[config.mk]
export PLATFORM = sky130hd
export DESIGN_NAME = class_code_monitor
export DESIGN_NICKNAME = d
export VERILOG_FILES = /design/src/rtl/class_code_monitor.sv
export SDC_FILE = /design/constraint.sdc
export NUM_CORES = 1
export LEC_CHECK = 0
export ABC_AREA = 1
export CORE_AREA = 2 2 99 101
export CTS_CLUSTER_DIAMETER = 100
export DETAILED_ROUTE_END_ITERATION = 10
export DIE_AREA = 0 0 101 103
export HOLD_SLACK_MARGIN = 0.05
export MAX_ROUTING_LAYER = met4
export PLACE_DENSITY = 0.84
export RECOVER_POWER = 100
export SETUP_SLACK_MARGIN = 0.2
export SLEW_MARGIN = 25
export SYNTH_ARGS = -nofsm -noshare
export SYNTH_HDL_FRONTEND = slang
export SYNTH_SLANG_ARGS = --single-unit
[constraint.sdc]
create_clock -name clk -period 2.6 [get_ports clk]
set_input_delay 0.65 -clock clk [delete_from_list [all_inputs] [get_ports clk]]
set_output_delay 0.65 -clock clk [all_outputs]
set_load 0.05 [all_outputs]
[src/rtl/class_code_monitor.sv]
// rtl/class_code_monitor.sv - class code FIFO with illegal-code halt and per-class occurrence counters
module class_code_monitor #(
    parameter int DEPTH = 4,
    parameter int CNT_W = 8
) (
    input  logic             clk,
    input  logic             rst_n,
    input  logic             in_valid,
    input  logic [4:0]       in_code,
    output logic             in_ready,
    output logic             out_valid,
    input  logic             out_ready,
    output logic [4:0]       out_code,
    output logic [2:0]       out_idx,
    input  logic             clr_err,
    output logic             err,
    input  logic [2:0]       cnt_sel,
    output logic [CNT_W-1:0] cnt_out
);
    localparam int AW = $clog2(DEPTH);
    localparam logic [AW:0]      FULL_CNT = (AW + 1)'(DEPTH);
    localparam logic [AW:0]      CNT_ONE  = 1;
    localparam logic [AW-1:0]    PTR_ONE  = 1;
    localparam logic [CNT_W-1:0] OCC_ONE  = 1;

    typedef enum logic {RUN, HALT} state_t;

    state_t           state_q, state_d;
    logic [4:0]       code_q [DEPTH];
    logic [4:0]       code_d [DEPTH];
    logic [2:0]       idx_q [DEPTH];
    logic [2:0]       idx_d [DEPTH];
    logic [AW-1:0]    rd_ptr_q, rd_ptr_d, wr_ptr_q, wr_ptr_d;
    logic [AW:0]      count_q, count_d;
    logic             err_q, err_d;
    logic [CNT_W-1:0] cnt_q [6];
    logic [CNT_W-1:0] cnt_d [6];

    logic       full, empty, push, pop, illegal;
    logic [2:0] in_idx, cls;

    always_comb begin
        in_idx = 3'd7;
        case (in_code)
            5'd19: in_idx = 3'd0;
            5'd20: in_idx = 3'd1;
            5'd21: in_idx = 3'd2;
            5'd22: in_idx = 3'd3;
            5'd23: in_idx = 3'd4;
            default: in_idx = 3'd7;
        endcase
    end

    assign illegal   = (in_idx == 3'd7);
    assign cls       = illegal ? 3'd5 : in_idx;
    assign full      = (count_q == FULL_CNT);
    assign empty     = (count_q == '0);
    assign in_ready  = (state_q == RUN) && !full;
    assign out_valid = !empty;
    assign push      = in_valid && in_ready;
    assign pop       = out_valid && out_ready;
    assign err       = err_q;
    // Head is masked while empty so stale storage never reaches the outputs.
    assign out_code  = empty ? 5'd0 : code_q[rd_ptr_q];
    assign out_idx   = empty ? 3'd0 : idx_q[rd_ptr_q];

    always_comb begin
        cnt_out = '0;
        if (cnt_sel <= 3'd5) cnt_out = cnt_q[cnt_sel];
    end

    always_comb begin
        state_d  = state_q;
        err_d    = err_q;
        code_d   = code_q;
        idx_d    = idx_q;
        rd_ptr_d = rd_ptr_q;
        wr_ptr_d = wr_ptr_q;
        count_d  = count_q;
        cnt_d    = cnt_q;

        // An illegal push outranks a coincident clr_err.
        if (push && illegal) begin
            state_d = HALT;
            err_d   = 1'b1;
        end else if (clr_err) begin
            err_d   = 1'b0;
            state_d = RUN;
        end

        if (push) begin
            code_d[wr_ptr_q] = in_code;
            idx_d[wr_ptr_q]  = in_idx;
            wr_ptr_d         = wr_ptr_q + PTR_ONE;
            if (cnt_q[cls] != '1) cnt_d[cls] = cnt_q[cls] + OCC_ONE;
        end
        if (pop) rd_ptr_d = rd_ptr_q + PTR_ONE;

        case ({push, pop})
            2'b10:   count_d = count_q + CNT_ONE;
            2'b01:   count_d = count_q - CNT_ONE;
            default: count_d = count_q;
        endcase
    end

    always_ff @(posedge clk or negedge rst_n) begin
        if (!rst_n) begin
            state_q  <= RUN;
            err_q    <= 1'b0;
            rd_ptr_q <= '0;
            wr_ptr_q <= '0;
            count_q  <= '0;
            for (int i = 0; i < DEPTH; i++) begin
                code_q[i] <= '0;
                idx_q[i]  <= '0;
            end
            for (int i = 0; i < 6; i++) cnt_q[i] <= '0;
        end else begin
            state_q  <= state_d;
            err_q    <= err_d;
            rd_ptr_q <= rd_ptr_d;
            wr_ptr_q <= wr_ptr_d;
            count_q  <= count_d;
            code_q   <= code_d;
            idx_q    <= idx_d;
            cnt_q    <= cnt_d;
        end
    end
endmodule

=== Word-level counts from Yosys, hierarchy flattened ===
Index checks and enable logic that the tools add are counted.

* Add/subtract/negate cells: 5
* Magnitude comparators: 7
* Equal/unequal tests: 10
* Multiplexer cells: 29
* Bitwise logic cells: 5
* Reduce and logical (&&, ||, !) cells: 12

{| class="wikitable"
|+ Operators with widths
! cell !! count
|-
| 8-bit binary-select mux with 3-bit select || 2
|-
| 48-bit bitwise mux || 1
|-
| 8-bit 2-to-1 mux || 6
|-
| 5-bit == test, second input constant || 5
|-
| 8-bit demux with 3-bit select || 1
|-
| 20-bit bitwise mux || 1
|-
| 5-bit 2-to-1 mux || 4
|-
| 3-bit 2-to-1 mux || 5
|-
| 3-bit case mux with 5 select lines || 1
|-
| 12-bit bitwise mux || 1
|-
| 5-bit binary-select mux with 2-bit select || 1
|-
| 5-bit demux with 2-bit select || 1
|-
| 8-bit by 1-bit adder with 8-bit output, second input constant || 1
|-
| 4-bit >= comparator, second input constant || 2
|-
| 8-bit != test, second input constant || 1
|-
| 3-bit NOT with 4-bit output || 2
|-
| 3-bit binary-select mux with 2-bit select || 1
|-
| 3-bit demux with 2-bit select || 1
|-
| 3-bit == test, second input constant || 2
|-
| 3-bit >= comparator, second input constant || 2
|-
| 1-bit logical AND || 6
|-
| 2-bit NOT with 3-bit output || 2
|-
| 3-bit case mux with 2 select lines || 1
|-
| 2-bit by 1-bit adder with 2-bit output, second input constant || 2
|-
| 13 further kinds || 16
|}

* Register bits after elaboration: 88
* Output and inout bits: 19
* Word-level logic and storage cells: 86

=== Logic depth before layout (Yosys ltp) ===
Gate-level depths: netlist (run 1).

* Depth after elaboration: 10
* Mapped depth: 17
* Mapped depth without buffers: 17

=== Least setup slack after synthesis (run 1) ===
OpenSTA, ideal clock, no wires.

* Path kind: input to output
* Start point: input cnt_sel[0]
* End point: output cnt_out[0]
* Data arrival time: 2.357 ns
* Setup slack: -0.407 ns
* Stages on the path: 4
* Path buffers: 2
* Path through: clkbuf_1 > clkbuf_1 > o211ai_1 > o21ai_0

* Cells in the longest elaborated chain, start to end: 5

{| class="wikitable"
|+ Ends and longest elaborated chain
! element !! RTL line !! RTL
|-
| start: declaration || 17 || <nowiki>input logic [2:0] cnt_sel,</nowiki>
|-
| 3-bit NOT with 4-bit output (not written as such) || 69 || <nowiki>if (cnt_sel <= 3'd5) cnt_out = cnt_q[cnt_sel];</nowiki>
|-
| 8-bit binary-select mux with 3-bit select || 69 ||
|-
| 8-bit 2-to-1 mux (not written as such) (2 in series) || 69 ||
|-
| 8-bit 2-to-1 mux (*) || 69 ||
|-
| end: declaration || 18 || <nowiki>output logic [CNT_W-1:0] cnt_out</nowiki>
|}

Every way passes the cells marked *; elsewhere a longest branch is shown, timed or not. The select of a mux whose other input is x is not followed.

=== Worst setup path after layout (run 1) ===
* Start point: input cnt_sel[2]
* End point: output cnt_out[5]

The elaborated chain is that of the path after synthesis.

==> results of run 1 <==
## synth_stat cells, drive strengths merged (4+ instances only)
cell type	instances
nand3	36
inv	72
dfrtp	88
nor2	70
o21ai	119
nand2	217
o211ai	9
nand4	11
a21oi	16
ha	6
buf	11
clkbuf	15
xor2	4
## flip-flops by register name (all words and copies together), names as in the netlist
register,count
cnt_q,48
code_q,20
idx_q,12
count_q,3
rd_ptr_q,2
wr_ptr_q,2
err,1
## layer usage
| layer | vias up | track usage |
|---|---|---|
| li1 | 2449 | - |
| met3 | 102 | 0.04881 |
| met1 | 2567 | 0.4088 |
| met2 | 340 | 0.5672 |
| met4 | 0 | 0.1653 |
| met5 | - | - |
## cell usage in the layout, fill, tap and decap left out, types with 4 or more instances in the layout
| cell type | instances |
|---|---|
| nand3_2 | 4 |
| nor2_2 | 9 |
| nor2_4 | 8 |
| nand4_1 | 11 |
| clkdlybuf4s50_1 | 4 |
| nand3_1 | 24 |
| nand2_1 | 166 |
| buf_2 | 5 |
| ha_1 | 5 |
| inv_1 | 64 |
| nand2_2 | 42 |
| o21ai_0 | 77 |
| a21oi_1 | 11 |
| nand3_4 | 12 |
| dfrtp_1 | 88 |
| a21oi_2 | 4 |
| buf_12 | 19 |
| inv_6 | 4 |
| buf_6 | 13 |
| clkbuf_8 | 9 |
| buf_4 | 65 |
| o211ai_1 | 9 |
| o21ai_1 | 25 |
| clkbuf_2 | 8 |
| clkbuf_1 | 4 |
| nor2_1 | 53 |
| nand2_4 | 9 |
| o21ai_2 | 16 |
## power groups by stage
stage | combinational [µW] | sequential, µW | clock [µW]
floorplan | 2320 | 2270 | 0
global placement | 3790 | 2350 | 0
detailed placement | 3900 | 2380 | 0
CTS | 4020 | 2370 | 1090
global route | 4450 | 2480 | 1170
finish | 4130 | 2420 | 1100
## cells by family after synthesis
| group | count (synthesis) | share of synthesized area |
|---|---|---|
| simple gates | 338 | 0.2887 |
| buf+inv | 98 | 0.08402 |
| flops | 88 | 0.4414 |
| fa+ha+maj | 7 | 0.01906 |
| compound gates | 149 | 0.1563 |
| xor+xnor | 6 | 0.01053 |
## worst register-to-register path, stage by stage, from the launching register on
cell and delay (ns):
dfrtp_1 0.40, inv_1 0.12, a31oi_4 0.17, nand2_1 0.15, inv_1 0.53, clkbuf_1 0.23, nand2_1 0.08, clkbuf_2 0.27
nand2_1 0.14, o21ai_0 0.10
## what timing repair did
item                                    in CTS  in global routing
endpoints found under the setup margin      57                 63
buffers inserted                             9                  4
resized for setup                           69                 98
pin swaps                                   20                 34
cloned                                       7                  1
## worst paths after layout
kind / from / to / slack, ns
max in group asynchronous: rst_n / cnt_q[30]$_DFFE_PN0P_ / 0.46
max: cnt_sel[2] / cnt_out[5] / 0.1
min: cnt_q[39]$_DFFE_PN0P_ / cnt_q[39]$_DFFE_PN0P_ / 0.50
max reg2reg: count_q[0]$_DFFE_PN0P_ / idx_q[5]$_DFFE_PN0P_ / 0.29
min reg2reg: cnt_q[39]$_DFFE_PN0P_ / cnt_q[39]$_DFFE_PN0P_ / 0.50
min in group asynchronous: rst_n / count_q[0]$_DFFE_PN0P_ / 0.90
## per-stage QoR
| stage | setup TNS, ns | utilization | hold WS (ns) | cells | area, µm² |
|---|---|---|---|---|---|
| after floorplan | 0 | - | 0.3544 | 686 | 5176 |
| after global placement | -25.24 | 0.6603 | 0.4574 | 882 | 6246 |
| after detailed placement | -28.24 | 0.6603 | 0.4689 | 882 | 6246 |
| after CTS | 0 | 0.7187 | 0.2617 | 914 | 6798 |
| after global routing | 0 | 0.7382 | 0.5221 | 919 | 6983 |
| final | 0 | 0.7382 | 0.4956 | 919 | 6983 |
## cell type report
| cell class | instances | area (µm²) | share of cell area |
|---|---|---|---|
| clock buffers | 9 | 123.9 | 0.01774 |
| clock inverters | 7 | 100.1 | 0.01433 |
| inverters | 72 | 296.5 | 0.04247 |
| multi-input cells | 505 | 2874 | 0.4116 |
| flip-flops and latches | 88 | 2202 | 0.3154 |
| well taps | 114 | 142.6 | 0.02043 |
| repair buffers | 124 | 1244 | 0.1781 |
==> results.sh, run 1 <==
export IMPL_ir_drop_uv=759.8
export IMPL_clock_latency_ns=0.37
export IMPL_grt_usage=0.3405
export IMPL_critPathRequiredTime_ns=1.95
export IMPL_cts_htree_levels=3
export IMPL_p_int_uw=4106
export IMPL_top_layer_used="met4"
export IMPL_hpwl_um=11080
export IMPL_die_area_um2=10400
export IMPL_syn_area_um2=4989
export IMPL_wl_met1_um=6190
export IMPL_crit_type="primary input to output port"
export IMPL_synth_fp_nets=706
export IMPL_ant_nets=0
export IMPL_path_cells="clkdlybuf4s50_1, inv_1, buf_12, o21ai_0, buf_12"
export IMPL_pre_cts_slack_ns=-0.6543
export IMPL_syn_to_final_growth_pct=39.98
export IMPL_violations="capacitance limit, slew limit"
export IMPL_path_depth=5
export IMPL_p_seq_frac=0.317
export IMPL_yosysTopAreaCellShare=0.4414
export IMPL_fmax_mhz=400.0
export IMPL_slew_violations=38
export IMPL_synth_edf_count=0
export IMPL_grt_max_degree=52
export IMPL_start_util=0.5274
export IMPL_skew_ns=0.01857
export IMPL_grt_pass1_wl_um=26450
export IMPL_cts_sinks=88
export IMPL_grt_setup_unrepaired="true"
export IMPL_num_rows=36
export IMPL_leakagePower_uw=0.003371
export IMPL_met3_length_um=1505
export IMPL_critPathArrivalTime_ns=1.85
export IMPL_synth_avg_cell_area_um2=7.272
export IMPL_grt_ovfl_total=0
export IMPL_wl_per_cell_um=18.34
export IMPL_drt_wl_total_um=16860
export IMPL_wl_met2_um=8242
export IMPL_num_nets_final=820
export IMPL_diodes=0
export IMPL_slowest_delay_ns=0.47
export IMPL_finalSetupViolations=0
export IMPL_status="finished, violations left"
export IMPL_synth_async_sr_flop_share=1.000
export IMPL_root_buffer="clkbuf_8"
export IMPL_drt_first_pass_iters=5
export IMPL_cts_made_buffers=9
export IMPL_synth_warnings=0
export IMPL_place_congestion=1.037
export IMPL_cts_tree="yes"
export IMPL_path_clk_slew_ns=0.09
export IMPL_antenna_found_initial=0
export IMPL_drive_above_1_share=0.3093
export IMPL_io_pins=32
export IMPL_syn_inst=686
export IMPL_die_h_um=103
export IMPL_synth_ff_type="dfrtp_1"
export IMPL_ff2ff_path_depth=9
export IMPL_crit_fanout=16
export IMPL_nFillCells=680
export IMPL_startpoint_type="primary input"
export IMPL_layout_min_cycle_time_ns=2.500
export IMPL_power_share_clock=0.144
export IMPL_maxCapViolations=1
export IMPL_drtIter0Drc=488
export IMPL_p_per_area_nw_per_um2=1095
export IMPL_io_buffers=31
export IMPL_hold_path_class="register to register"
export IMPL_cpMostUsedCell="buf_12"
export IMPL_hold_buffers=0
export IMPL_netSwitchingFraction=0.4632
export IMPL_ys_types=33
export IMPL_vias=5458
export IMPL_ys_seq_area_frac=0.4414
export IMPL_path_buf_inv=4
export IMPL_via_per_inst=5.939
export IMPL_clk_path_buf_depth=2
export IMPL_timing_final_crit_share=0.9616
export IMPL_hold_violations=0
export IMPL_yosysTopAreaCell="dfrtp_1"
export IMPL_tightestPinTransition_ns=2.157
export IMPL_dieWidth_um=101
export IMPL_ys_top_cells_by_area="dfrtp_1, nand2_1, o21ai_0"
export IMPL_hold_depth=2
export IMPL_drcViolationCount=0
export IMPL_p_switching_uw=3543
export IMPL_cp_top_family="buffers and inverters"
export IMPL_core_area_um2=9459
export IMPL_critPathCaptureType="output port"
export IMPL_finalPower_uw=7649
export IMPL_fin_ws_ns=0.09975
export IMPL_critical_path_slowest_cell="clkdlybuf4s50_1"
export IMPL_grt_pass1_vias=5207
export IMPL_synth_seq_cells=88
export IMPL_max_slew_margin=-0.4380
export IMPL_p_comb_frac=0.539
(Power assumes the default switching activity.)
==> run 2, diff against run 1 <==
Settings changed: CORE_AREA 2 2 99 101 to 2 2 132 134, DIE_AREA 0 0 101 103 to 0 0 134 136, GPL_TIMING_DRIVEN from default to 0, PLACE_DENSITY 0.84 to 0.57.
==> results.sh, run 2 (synthesized netlist as in run 1, its figures left out) <==
export IMPL_status="completed"
export IMPL_vias=4887
export IMPL_slowest_delay_ns=0.50
export IMPL_path_buf_inv=4
export IMPL_max_slew_margin=0.3198
export IMPL_whs_ns=0.3934
export IMPL_skew_ns=0.004677
export IMPL_dieWidth_um=134
export IMPL_path_cells="clkdlybuf4s50_1, inv_4, buf_4, o21ai_2, clkbuf_2"
export IMPL_finalSetupViolations=0
export IMPL_root_buffer="clkbuf_16"
export IMPL_drt_first_pass_iters=5
export IMPL_io_pins=32
export IMPL_slew_violations=0
export IMPL_finalNonFillerCells=1004
export IMPL_grt_ovfl_total=0
export IMPL_critPathCaptureType="output port"
export IMPL_ant_nets=0
export IMPL_drtIter0Drc=306
export IMPL_finalPower_uw=7259
export IMPL_clk_path_buf_depth=2
export IMPL_startpoint_type="primary input"
export IMPL_grt_pass1_wl_um=24700
export IMPL_cts_sinks=88
export IMPL_crit_fanout=4
export IMPL_place_congestion=0.8880
export IMPL_p_int_uw=3977
export IMPL_leakagePower_uw=0.003269
export IMPL_p_per_area_nw_per_um2=1050
export IMPL_dp_cells=942
export IMPL_num_nets_final=794
export IMPL_via_per_inst=4.868
export IMPL_drcViolationCount=0
export IMPL_seq_area_um2=2202
export IMPL_grt_usage=0.1822
export IMPL_die_h_um=136
export IMPL_num_rows=48
export IMPL_wl_per_cell_um=15.63
export IMPL_diodes=0
export IMPL_drt_wl_total_um=15690
export IMPL_netSwitchingFraction=0.4521
export IMPL_hpwl_um=10810
export IMPL_hold_violations=0
export IMPL_grt_setup_unrepaired="true"
export IMPL_cts_htree_levels=3
export IMPL_final_cell_mix="nand2_1, dfrtp_1, o21ai_0"
export IMPL_fin_setup_tns_ns=0
export IMPL_p_comb_frac=0.489
export IMPL_final_common_cell="nand2_1"
export IMPL_p_seq_frac=0.324
export IMPL_crit_type="primary input to output port"
export IMPL_core_area_um2=16880
export IMPL_layout_min_cycle_time_ns=2.462
export IMPL_largest_reg_flops=48
export IMPL_path_clk_slew_ns=0.06
export IMPL_grt_pass1_vias=4611
export IMPL_crit_reg2reg_capture="idx_q[1]$_DFFE_PN0P_"
export IMPL_hold_buffers=0
export IMPL_cts_tree="yes"
export IMPL_critical_path_slowest_cell="clkdlybuf4s50_1"
export IMPL_multi_input_area_um2=2890
export IMPL_maxCapViolations=0
export IMPL_fmax_mhz=406.1
export IMPL_worstSetupEndpoint="cnt_out[3]"
export IMPL_power_share_clock=0.187
export IMPL_nFillCells=1726
export IMPL_ff2ff_path_depth=9
export IMPL_critPathLaunch="cnt_sel[2]"
export IMPL_p_switching_uw=3282
export IMPL_tightestPinTransition_ns=1.020
export IMPL_syn_to_final_growth_pct=38.55
export IMPL_die_area_um2=18220
export IMPL_ir_drop_uv=756.3
export IMPL_largest_register="cnt_q"
export IMPL_cp_top_family="buffers and inverters"
export IMPL_drive_above_1_share=0.2837
export IMPL_path_depth=5
export IMPL_rrSetupSlack_ns=0.47
export IMPL_antenna_found_initial=0
export IMPL_r2r_start="count_q[0]$_DFFE_PN0P_"
export IMPL_critPathArrivalTime_ns=1.81
export IMPL_io_buffers=30
export IMPL_timing_final_crit_share=0.9470
export IMPL_start_util=0.2956
export IMPL_grt_max_degree=73
export IMPL_critPathRequiredTime_ns=1.95
export IMPL_clock_latency_ns=0.35
export IMPL_largest_registers="cnt_q (48), code_q (20), idx_q (12)"
export IMPL_hold_path_class="primary input to asynchronous set/reset pin"
export IMPL_cts_made_buffers=9
## run 2: changes by cell type in the layout (fill, tap and decap cells not counted), moves of 6 or more
cell       before  now
buf_12         19    2
buf_4          65   39
buf_6          13   22
clkbuf_16       0   11
inv_4           2    8
nand2_1       166  181
nand2_2        42   24
o21ai_1        25   14
## run 2: final cells by class
class                           count  share of cell area
Buffer                             26             0.03440
Clock buffer                       12             0.03711
Clock inverter                      4            0.007603
Inverter                           72             0.04526
Multi-Input combinational cell    500              0.4182
Sequential cell                    88              0.3186
Tap cell                          225             0.04073
Timing Repair Buffer               77             0.09812
## run 2: worst min-delay path by stage
stage	start	to	slack [ns]	depth (start not counted)
2_1_floorplan	rst_n	cnt_q[0]$_DFFE_PN0P_	0.35	0
3_3_place_gp	cnt_q[21]$_DFFE_PN0P_	cnt_q[21]$_DFFE_PN0P_	0.46	2
3_5_place_dp	cnt_q[21]$_DFFE_PN0P_	cnt_q[21]$_DFFE_PN0P_	0.46	2
4_1_cts	rst_n	rd_ptr_q[1]$_DFFE_PN0P_	0.12	1
5_1_grt	rst_n	rd_ptr_q[1]$_DFFE_PN0P_	0.48	1
6_report	rst_n	rd_ptr_q[1]$_DFFE_PN0P_	0.39	1
## run 2: what timing repair did
action	CTS	global route
cloned	5	2
pin swaps	13	31
endpoints found under the hold margin	0	0
setup buffers	21	18
endpoints found under the setup margin	68	80
gates resized for setup	214	116
## run 2: routing by layer
metal	routed length [µm]	global-route usage
met5	0	-
met4	342	0.06324
met3	814	0.03468
met2	7461	0.2866
met1	7072	0.2358
## run 2: per-stage QoR
stage	cell area (µm²)	util	setup slack, ns
floorplan	5176	-	0.09431
global placement	5758	0.3412	-2.499
detailed placement	5787	0.3429	-1.298
CTS	6515	0.3860	0.1893
global route	6912	0.4095	0.08167
finish	6912	0.4095	0.1378
## run 2: power by group through the flow
stage	sequential [µW]	clock [µW]	combinational, µW
finish	2350	1360	3550
global route	2420	1440	3930
CTS	2340	1390	3350
detailed placement	2350	0	3240
global placement	2340	0	3210
floorplan	2270	0	2320
==> run 3, diff against run 2 <==
Settings changed: CTS_CLUSTER_DIAMETER 100 to 200.
==> results of run 3 <==
Same layout as run 2: the final DEF is identical, and so are final timing and power.
